### src/rtl/captura_perfil.sv
`default_nettype none
// ============================================================================
// Module   : captura_perfil
// Brief    : Profile capture front-end: synchronise, debounce and validate a
//            confirmed switch code, then present it for a bounded window.
// Revision : 1.0 - initial release
// ============================================================================
module captura_perfil #(
  parameter int DEBOUNCE_CYCLES = 4,
  parameter int HOLD_CYCLES     = 8,
  parameter int ERR_CYCLES      = 3
) (
  input  logic       clk,
  input  logic       rst,
  input  logic [2:0] sw,
  input  logic       btn_confirma,
  input  logic       btn_cancela,
  output logic [2:0] perfil,
  output logic       perfil_valido,
  output logic       erro,
  output logic [1:0] estado
);

  localparam int DW      = $clog2(DEBOUNCE_CYCLES + 1);
  localparam int CNT_MAX = (HOLD_CYCLES > ERR_CYCLES) ? HOLD_CYCLES : ERR_CYCLES;
  localparam int CW      = $clog2(CNT_MAX + 1);

  localparam logic [DW-1:0] C_DB_LAST   = DW'(DEBOUNCE_CYCLES - 1);
  localparam logic [DW-1:0] C_DB_ONE    = DW'(1);
  localparam logic [CW-1:0] C_HOLD_LAST = CW'(HOLD_CYCLES - 1);
  localparam logic [CW-1:0] C_ERR_LAST  = CW'(ERR_CYCLES - 1);
  localparam logic [CW-1:0] C_CNT_ONE   = CW'(1);

  typedef enum logic [1:0] {
    ST_IDLE = 2'b00,
    ST_HOLD = 2'b01,
    ST_ERRO = 2'b10
  } state_t;

  // --------------------------------------------------------------------------
  // Switch synchroniser
  // --------------------------------------------------------------------------
  logic [2:0] r_sw_meta;
  logic [2:0] r_sw_sync;

  always_ff @(posedge clk or posedge rst) begin
    if (rst) begin
      r_sw_meta <= 3'b000;
      r_sw_sync <= 3'b000;
    end else begin
      r_sw_meta <= sw;
      r_sw_sync <= r_sw_meta;
    end
  end

  // --------------------------------------------------------------------------
  // Button synchroniser, debounce and rising-edge pulse (bit 0 confirm,
  // bit 1 cancel)
  // --------------------------------------------------------------------------
  logic [1:0] w_btn_raw;
  logic [1:0] w_pulse;

  assign w_btn_raw = {btn_cancela, btn_confirma};

  for (genvar gi = 0; gi < 2; gi++) begin : g_btn
    logic          r_meta;
    logic          r_sync;
    logic          r_level;
    logic          r_level_d;
    logic          r_pulse;
    logic [DW-1:0] r_cnt;

    // The level flips on the edge where the counter would reach
    // DEBOUNCE_CYCLES, so it needs that many consecutive differing samples.
    always_ff @(posedge clk or posedge rst) begin
      if (rst) begin
        r_meta    <= 1'b0;
        r_sync    <= 1'b0;
        r_level   <= 1'b0;
        r_level_d <= 1'b0;
        r_pulse   <= 1'b0;
        r_cnt     <= '0;
      end else begin
        r_meta    <= w_btn_raw[gi];
        r_sync    <= r_meta;
        r_level_d <= r_level;
        r_pulse   <= r_level & ~r_level_d;
        if (r_sync != r_level) begin
          if (r_cnt == C_DB_LAST) begin
            r_level <= r_sync;
            r_cnt   <= '0;
          end else begin
            r_cnt <= r_cnt + C_DB_ONE;
          end
        end else begin
          r_cnt <= '0;
        end
      end
    end

    assign w_pulse[gi] = r_pulse;
  end

  logic w_conf_p;
  logic w_canc_p;
  logic w_sw_valid;

  assign w_conf_p   = w_pulse[0];
  assign w_canc_p   = w_pulse[1];
  assign w_sw_valid = (r_sw_sync != 3'b000) && (r_sw_sync != 3'b111);

  // --------------------------------------------------------------------------
  // Control FSM
  // --------------------------------------------------------------------------
  state_t        r_state;
  state_t        w_state_nxt;
  logic [CW-1:0] r_cnt;
  logic [CW-1:0] w_cnt_nxt;
  logic [2:0]    r_perfil;
  logic [2:0]    w_perfil_nxt;
  logic          r_valido;
  logic          w_valido_nxt;
  logic          r_erro;
  logic          w_erro_nxt;

  always_ff @(posedge clk or posedge rst) begin
    if (rst) begin
      r_state  <= ST_IDLE;
      r_cnt    <= '0;
      r_perfil <= 3'b000;
      r_valido <= 1'b0;
      r_erro   <= 1'b0;
    end else begin
      r_state  <= w_state_nxt;
      r_cnt    <= w_cnt_nxt;
      r_perfil <= w_perfil_nxt;
      r_valido <= w_valido_nxt;
      r_erro   <= w_erro_nxt;
    end
  end

  always_comb begin
    w_state_nxt  = r_state;
    w_cnt_nxt    = r_cnt;
    w_perfil_nxt = r_perfil;
    w_valido_nxt = r_valido;
    w_erro_nxt   = r_erro;

    case (r_state)
      ST_IDLE: begin
        w_cnt_nxt    = '0;
        w_perfil_nxt = 3'b000;
        w_valido_nxt = 1'b0;
        w_erro_nxt   = 1'b0;
        // Cancel wins over a simultaneous confirm.
        if (!w_canc_p && w_conf_p) begin
          if (w_sw_valid) begin
            w_perfil_nxt = r_sw_sync;
            w_valido_nxt = 1'b1;
            w_state_nxt  = ST_HOLD;
          end else begin
            w_erro_nxt  = 1'b1;
            w_state_nxt = ST_ERRO;
          end
        end
      end

      ST_HOLD: begin
        if (w_canc_p || (r_cnt == C_HOLD_LAST)) begin
          w_state_nxt  = ST_IDLE;
          w_cnt_nxt    = '0;
          w_perfil_nxt = 3'b000;
          w_valido_nxt = 1'b0;
        end else begin
          w_cnt_nxt = r_cnt + C_CNT_ONE;
        end
      end

      ST_ERRO: begin
        if (w_canc_p || (r_cnt == C_ERR_LAST)) begin
          w_state_nxt = ST_IDLE;
          w_cnt_nxt   = '0;
          w_erro_nxt  = 1'b0;
        end else begin
          w_cnt_nxt = r_cnt + C_CNT_ONE;
        end
      end

      default: begin
        w_state_nxt  = ST_IDLE;
        w_cnt_nxt    = '0;
        w_perfil_nxt = 3'b000;
        w_valido_nxt = 1'b0;
        w_erro_nxt   = 1'b0;
      end
    endcase
  end

  assign perfil        = r_perfil;
  assign perfil_valido = r_valido;
  assign erro          = r_erro;
  assign estado        = r_state;

endmodule
`default_nettype wire

### config.mk
export PLATFORM = sky130hd
export DESIGN_NAME = captura_perfil
export DESIGN_NICKNAME = d
export VERILOG_FILES = /design/src/rtl/captura_perfil.sv
export SDC_FILE = /design/constraint.sdc
export NUM_CORES = 1
export LEC_CHECK = 0
export CORE_ASPECT_RATIO = 0.8
export CORE_MARGIN = 3
export CORE_UTILIZATION = 53
export DETAILED_ROUTE_END_ITERATION = 6
export GPL_ROUTABILITY_DRIVEN = 0
export PLACE_DENSITY = 0.76
export SLEW_MARGIN = 20
export SYNTH_ARGS = -nofsm -noshare
export SYNTH_HDL_FRONTEND = slang
export SYNTH_SLANG_ARGS = --single-unit
### constraint.sdc
create_clock -name clk -period 3 [get_ports clk]
set_clock_uncertainty 0.1 [all_clocks]
set_input_delay 0.9 -clock clk [delete_from_list [all_inputs] [get_ports clk]]
set_output_delay 0.9 -clock clk [all_outputs]
set_load 0.005 [all_outputs]
==> metrics, run 1 <==
# H-tree levels=2; top cell type's share of synthesized area=64.0%; maximum clock rate=454 MHz; Stages on worst setup path=1; post-DP HPWL=1.32 mm; Fin Hold WS=254 ps; Reg2Reg Depth=5; Post-Syn Area=0.00129 mm²; Slowest-stage cell, CP=clkdlybuf4s50_1; drt pass-1 iters=4; DRC Markers=0; GRT Total Usage=15.1%; FP Rows=15; proportion of synthesized chip area in sequential cells=64.0%; clk_lat worst skew=320 ps; buffers added on ports=13; Hold Path Depth=0; Arrival @ worst endpoint=1200 ps; Synth Register Bits=33; post-layout util=68.0%; Yosys top cell by area=dfrtp_1; initial antenna violation count=0; Req. time, crit path=2000 ps; CP max stage delay=510 ps; Slew HR=73.0%; Antenna Nets Post-Route=0; Root Driver=clkbuf_4; worst path bufs/invs=1; Die X=61.2 µm; DR vias=712; Die Span Y=50.1 µm; Area Growth Syn to Fin=17.6%; setup tns final=0 ps; Initial Util=57.8%; max-slew violation count=0; Setup CP Type=reg -> out; Mapped Cells=90; final WL=1.79 mm; period utilization=73.4%; postcts setup bufs=0; PD cells=826 mW/mm²; largest net degree at the start of global routing=34; drt wl/cell=13.2 µm; global-route wire length before repair=3.21 mm; Netlist cell types=24; vias in the first global route=732; Setup Viol. Count Final=0; layout net count=125; nature of the critical path endpoint=output port; GR Overflow Total=0; maximum buffer depth of the clock tree=2; syn_area_per_cell=14.3 µm²; VDD IR-drop max=0.000369 V; IO Pins=14; Clock Sinks=33; Period minus WS final=2200 ps; CTS clk-pin slew, worst paths=90 ps; CP startpoint kind=flop; TritonCTS clock tree=built; crit path cell chain=clkdlybuf4s50_1; P_leak=0.700 nW; Area contributors post-synth=dfrtp_1 64%, ha_1 6.8%, mux2_2 5.2%; Top delay family on crit path=buffers and inverters; Synth warnings=0; Avg Vias per Cell=5.24; Hold Crit Class=reg -> reg; drt first-iter violations=17; Fin. Hold Viols=0; maxcap violations=0; outcome=complete, no violations; RSZ-0062 raised after global routing=no; Std-Cell Core Area=0.00223 mm²; total CTS buffers=5; cts hold-fix bufs=0; CTS resizes=0; die area=0.00307 mm²; # diodes=0; slew of the pin with the lowest slew margin=405 ps; crit-path max FO=3; layout cells sized above 1=15.3%; Net Count, Synth=104
synthesized netlist by cell type, drive strengths merged:
| cell type | instances |
|---|---|
| or3 | 1 |
| a222oi | 1 |
| xor2 | 1 |
| and3 | 3 |
| dfrtp | 33 |
| mux2 | 6 |
| or3b | 1 |
| and3b | 2 |
| nor2b | 6 |
| nor3b | 7 |
| nand3b | 1 |
| ha | 7 |
| o2bb2ai | 2 |
| nand2b | 2 |
| nor3 | 1 |
| nand3 | 2 |
| mux2i | 1 |
| a22oi | 1 |
| a21oi | 2 |
| xnor2 | 3 |
| nand4 | 1 |
| inv | 5 |
| a21boi | 1 |
cells in the final DEF, fill, tap and decap left out, drive strengths merged, types with 2 or more instances in the layout:
master and count:
xnor2 3, and3b 2, nor2b 6, inv 5, nand3 2, a21oi 2
mux2 6, clkbuf 6, and3 3, nor3b 7, dfrtp 33, o2bb2ai 2
nand2b 2, clkdlybuf4s50 13, ha 7
registers in the layout, indices dropped and copies added, names as in the netlist, 2 cells and up:
name             cells
g_btn.r_cnt          6
r_cnt                4
perfil               3
r_sw_meta            3
r_sw_sync            3
estado               2
g_btn.r_level        2
g_btn.r_level_d      2
g_btn.r_meta         2
g_btn.r_pulse        2
g_btn.r_sync         2
layer usage:
layer  vias up  global-route usage, %  share of wire [%]
met5         -                      0                  0
met4         0                   9.75                2.5
met3         5                   5.40                4.2
met2        19                   20.2                 43
met1       334                   20.5                 51
li1        354                      -                  -
cell type report:
cell class | instances | area, µm²
Fill cell | 156 | 714
Clock buffer | 6 | 51.3
Tap cell | 25 | 31.3
Inverter | 5 | 18.8
Multi-Input combinational cell | 52 | 447
Sequential cell | 33 | 826
Clock inverter | 1 | 7.51
Timing Repair Buffer | 14 | 138
per-stage QoR:
step           power (mW)  instance area [µm²]  std cells  setup WS [ps]
5_1_grt              1.35                 1520        136            744
2_1_floorplan       0.877                 1290         90           1280
6_report             1.25                 1520        136            798
4_1_cts              1.27                 1520        136            774
3_3_place_gp         1.00                 1460        129           1160
3_5_place_dp         1.02                 1460        129           1130
logic make-up after synthesis:
group	after synthesis	share of synthesized area [%]
xor+xnor	4	2.71
fa+ha+maj	7	6.78
buf+inv	5	1.45
flops	33	64.0
simple gates	27	14.3
mux	7	6.01
compound gates	7	4.75
worst paths after layout:
check / from / end / slack, ps
setup / recovery: estado[0] / estado[0] / 800
hold / removal: r_sw_meta[0] / r_sw_sync[0] / 250
setup reg to reg: r_cnt[0] / estado[0] / 1180
hold reg to reg: r_sw_meta[0] / r_sw_sync[0] / 250
max in group asynchronous: rst / estado[0] / 1660
min in group asynchronous: rst / g_btn[0].r_meta / 840
power breakdown:
group          total (mW)  internal, mW  switching, mW  leakage (nW)
logic               0.396         0.222          0.174         0.249
clock network       0.250         0.110          0.141        0.0303
registers           0.609         0.549         0.0594         0.421
(Power assumes the default switching activity.)
==> inputs of run 2 (changes only) <==
- clock period: 3 -> 2.25 ns (I/O delays scaled with it)
==> run 2 against run 1 <==
Register-to-register slack worse by 680 ps. Global-route usage up 0.60 points. Utilization grew 1.3 points. First-iteration DRC count down 5.9%. Sequential cell count unchanged. Wire length increased by 3.4%. Count of clock-buffer cells in the layout stayed put. Critical path type unchanged. Setup slack got worse by 550 ps. Total power increased by 44%. Non-clock buffer count is the same. Cell area is 2.0% higher. Die area did not move. Largest cell class unchanged.
==> metrics, run 2 (synthesis gave the netlist of run 1 again) <==
outcome=complete, no violations; global-route wire length before repair=3.33 mm; Root Driver=clkbuf_4; DRC Markers=0; Hold Crit Class=reg -> reg; vias in the first global route=754; maximum clock rate=500 MHz; total CTS buffers=5; VDD IR-drop max=0.000517 V; slew of the pin with the lowest slew margin=394 ps; cts hold-fix bufs=0; Antenna Nets Post-Route=0; clk_lat worst skew=330 ps; post-layout util=69.4%; Regs by FF count=g_btn.r_cnt (6), r_cnt (4); worst path bufs/invs=1; final WL=1.85 mm; GRT met2 Usage=21.1%; final worst slack=251 ps; period utilization=88.9%; Setup CP Type=reg -> out; Top delay family on crit path=buffers and inverters; layout net count=125; maxcap violations=0; Top reg by flops=g_btn.r_cnt; Slowest-stage cell, CP=clkdlybuf4s50_1; Area Growth Syn to Fin=20.0%; Setup Viol. Count Final=0; post-route design area=0.00155 mm²; die area=0.00307 mm²; # diodes=0; maximum buffer depth of the clock tree=2; crit-path max FO=3; Die X=61.2 µm; Initial Util=57.8%; Std-Cell Core Area=0.00223 mm²; drt first-iter violations=16; GR Layer Usage met1=20.0%; DR vias=726; FP Rows=15; TritonCTS clock tree=built; busiest grt layer=met2; crit path cell chain=clkdlybuf4s50_1; max-slew violation count=0; Avg Vias per Cell=5.30; post-DP HPWL=1.36 mm; met3 Use GR=7.71%; GR Overflow Total=0; CP startpoint kind=flop; RSZ-0062 raised after global routing=no; postcts setup bufs=0; setup tns final=0 ps; most frequent cells in the layout=33 x dfrtp_1, 13 x clkdlybuf4s50_1, 7 x nor3b_1, 7 x ha_1; largest net degree at the start of global routing=34; Largest register FFs=6; Fin Hold WS=258 ps; GRT Total Usage=15.7%; IO Pins=14; P_leak=0.715 nW; initial antenna violation count=0; DP Area=0.00146 mm²; most common cell after layout, fill and taps aside=dfrtp_1; CTS clk-pin slew, worst paths=110 ps; Arrival @ worst endpoint=1220 ps; drt wl/cell=13.5 µm; CTS resizes=0; PD cells=1170 mW/mm²; worst slack, placed=508 ps; layout cells sized above 1=16.1%; Slew HR=73.8%; nature of the critical path endpoint=output port; buffers added on ports=13; CP max stage delay=510 ps; Fin. Hold Viols=0; Req. time, crit path=1470 ps; # H-tree levels=2; Period minus WS final=2000 ps; drt pass-1 iters=4; Die Span Y=50.1 µm; Clock Sinks=33
==> run 2: cell types whose count changed in the layout (fill, tap and decap cells not counted) <==
cell and change:
bufinv_16 +1
==> run 2: power by group <==
group	internal, mW	leakage [nW]	switching (mW)	total, mW
combinational	0.296	0.249	0.230	0.527
sequential	0.732	0.421	0.0831	0.816
clock	0.264	0.0445	0.198	0.462
total	1.29	0.715	0.512	1.80
==> run 2: per-layer routing <==
layer | part of all wire, % | wire length (µm) | up-vias
met1 | 49 | 901 | 352
met4 | 2.5 | 47 | 0
met5 | 0 | 0 | -
met3 | 4.5 | 84 | 6
met2 | 44 | 820 | 15
li1 | - | - | 353
==> run 2: final cells by class <==
cell class	instances	area, µm²
timing repair buffer	14	138
inverter	5	18.8
multi-input combinational	52	447
fill	165	684
tap	25	31.3
clock buffer	6	51.3
sequential	33	826
clock inverter	2	37.5
==> run 2: worst paths after layout <==
check                           slack (ps)          from  cells past startpoint           endpoint
worst max-delay path                   250     estado[0]                      1          estado[0]
worst min-delay path                   260  r_sw_meta[1]                      0       r_sw_sync[1]
worst max register to register         500      r_cnt[0]                      5          estado[1]
worst min register to register         260  r_sw_meta[1]                      0       r_sw_sync[1]
max in group asynchronous             1140           rst                      3  g_btn[1].r_cnt[2]
min in group asynchronous              610           rst                      3  g_btn[0].r_cnt[1]
==> run 2: per-stage QoR <==
| stage | power (mW) | cells |
|---|---|---|
| global placement | 1.34 | 129 |
| CTS | 1.83 | 137 |
| global route | 1.94 | 137 |
| detailed placement | 1.37 | 129 |
| floorplan | 1.17 | 90 |
| finish | 1.80 | 137 |
==> inputs of run 3 (changes only) <==
- CORE_ASPECT_RATIO: 0.8 -> 0.75
- CORE_UTILIZATION: 53 -> 54
- PLACE_DENSITY: 0.76 -> 0.77
==> run 3 against run 2 <==
Non-clock buffer count stayed put. Die area is 1.6% lower. Cell area is 0.56% higher. Critical path depth stayed put. Fmax is 0.75% lower. Wire length is 18% higher. Combinational power is 3% higher. Utilization is 3.5 points higher. Sequential cell count stayed put. Clock power is 2% higher. Hold slack worse by 3.1 ps. Final cell count is 5.1% higher. Largest power group unchanged. Highest routed layer unchanged.
==> metrics, run 3 (synthesis gave the netlist of run 1 again) <==
outcome=complete, no violations; Arrival @ worst endpoint=1240 ps; PD cells=1180 mW/mm²; Setup CP Type=reg -> out; Largest register FFs=6; nature of the critical path endpoint=output port; Top delay family on crit path=buffers and inverters; vias in the first global route=785; RSZ-0062 raised after global routing=no; DR vias=749; TritonCTS clock tree=built; buffers added on ports=13; Req. time, crit path=1470 ps; layout net count=125; slew of the pin with the lowest slew margin=473 ps; Slew HR=68.4%; r2r startpoint=r_cnt[0]; multi-input logic area=447 µm²; Setup Viol. Count Final=0; Clock Sinks=33; layout cells sized above 1=16.1%; DRC Markers=0; Period minus WS final=2010 ps; Slowest-stage cell, CP=clkdlybuf4s50_1; drt wl/cell=15.1 µm; CTS resizes=0; initial antenna violation count=0; die area=0.00302 mm²; maxcap violations=0; max-slew violation count=0; worst path bufs/invs=1; largest net degree at the start of global routing=34; Fin. Hold Viols=0; period utilization=89.5%; GRT Total Usage=17.3%; clk_lat worst skew=350 ps; Die Span Y=48.4 µm; Avg Vias per Cell=5.20; FP Rows=14; drt first-iter violations=24; Reg2Reg Depth=5; Stages on worst setup path=1; Antenna Nets Post-Route=0; GR Layer Usage met1=19.5%; crit-path max FO=2; Fin Hold WS=255 ps; cts hold-fix bufs=0; Die X=62.5 µm; register area=826 µm²; Top reg by flops=g_btn.r_cnt; P_leak=0.715 nW; most frequent cells in the layout=33 x dfrtp_1, 13 x clkdlybuf4s50_1, 7 x nor3b_1, 7 x ha_1; postcts setup bufs=0; total CTS buffers=5; Std-Cell Core Area=0.00214 mm²; GRT met2 Usage=26.9%; crit path capture=erro; most common cell after layout, fill and taps aside=dfrtp_1; # diodes=0; maximum buffer depth of the clock tree=2; VDD IR-drop max=0.000718 V; CP startpoint kind=flop; CP max stage delay=510 ps; CTS clk-pin slew, worst paths=110 ps; met3 Use GR=8.33%; IO Pins=14; Root Driver=clkbuf_4; post-DP HPWL=1.53 mm; Hold Crit Class=reg -> reg; crit path cell chain=clkdlybuf4s50_1; Regs by FF count=g_btn.r_cnt (6), r_cnt (4); CP Launch Point=erro; R2R Setup Slk=360 ps; worst r2r dst=estado[1]; Area Growth Syn to Fin=20.6%; setup tns final=0 ps; # H-tree levels=2; busiest grt layer=met2; maximum clock rate=496 MHz; Initial Util=60.4%; Fill cells=163; drt pass-1 iters=4; GR Overflow Total=0; global-route wire length before repair=3.68 mm; final WL=2.18 mm
run 3: report_power, final:
part,switching (mW),total (mW),internal (mW),leakage [nW]
sequential,0.0892,0.822,0.733,0.421
clock,0.207,0.471,0.264,0.0445
combinational,0.246,0.542,0.296,0.249
run 3: layer usage:
layer	up-vias	part of all wire, %
li1	356	-
met1	368	43
met2	17	48
met3	8	5.8
met4	0	2.5
met5	-	0
run 3: metrics by stage:
stage	std cells	utilization (%)	total power, mW	setup WS [ps]	instance area (µm²)
floorplan	90	-	1.17	598	1290
global placement	136	68.7	1.34	545	1470
detailed placement	136	68.7	1.37	487	1470
CTS	144	72.9	1.86	212	1560
global route	144	72.9	1.96	166	1560
finish	144	72.9	1.84	236	1560
run 3: final cells by class:
| cell class | instances | share of cell area (%) |
|---|---|---|
| multi-input cells | 52 | 28.7 |
| inverters | 5 | 1.20 |
| well taps | 32 | 2.57 |
| clock buffers | 6 | 3.29 |
| flip-flops and latches | 33 | 53.0 |
| clock inverters | 2 | 2.41 |
| repair buffers | 14 | 8.84 |
run 3: worst min path at each step:
stage                       to  cells after the start  slack (ps)             from
2_1_floorplan  g_btn[0].r_sync                      0         230  g_btn[0].r_meta
5_1_grt        g_btn[0].r_sync                      0         270  g_btn[0].r_meta
3_3_place_gp   g_btn[0].r_sync                      0         230  g_btn[0].r_meta
3_5_place_dp   g_btn[0].r_sync                      0         240  g_btn[0].r_meta
4_1_cts        g_btn[0].r_sync                      0         260  g_btn[0].r_meta
6_report       g_btn[0].r_sync                      0         260  g_btn[0].r_meta
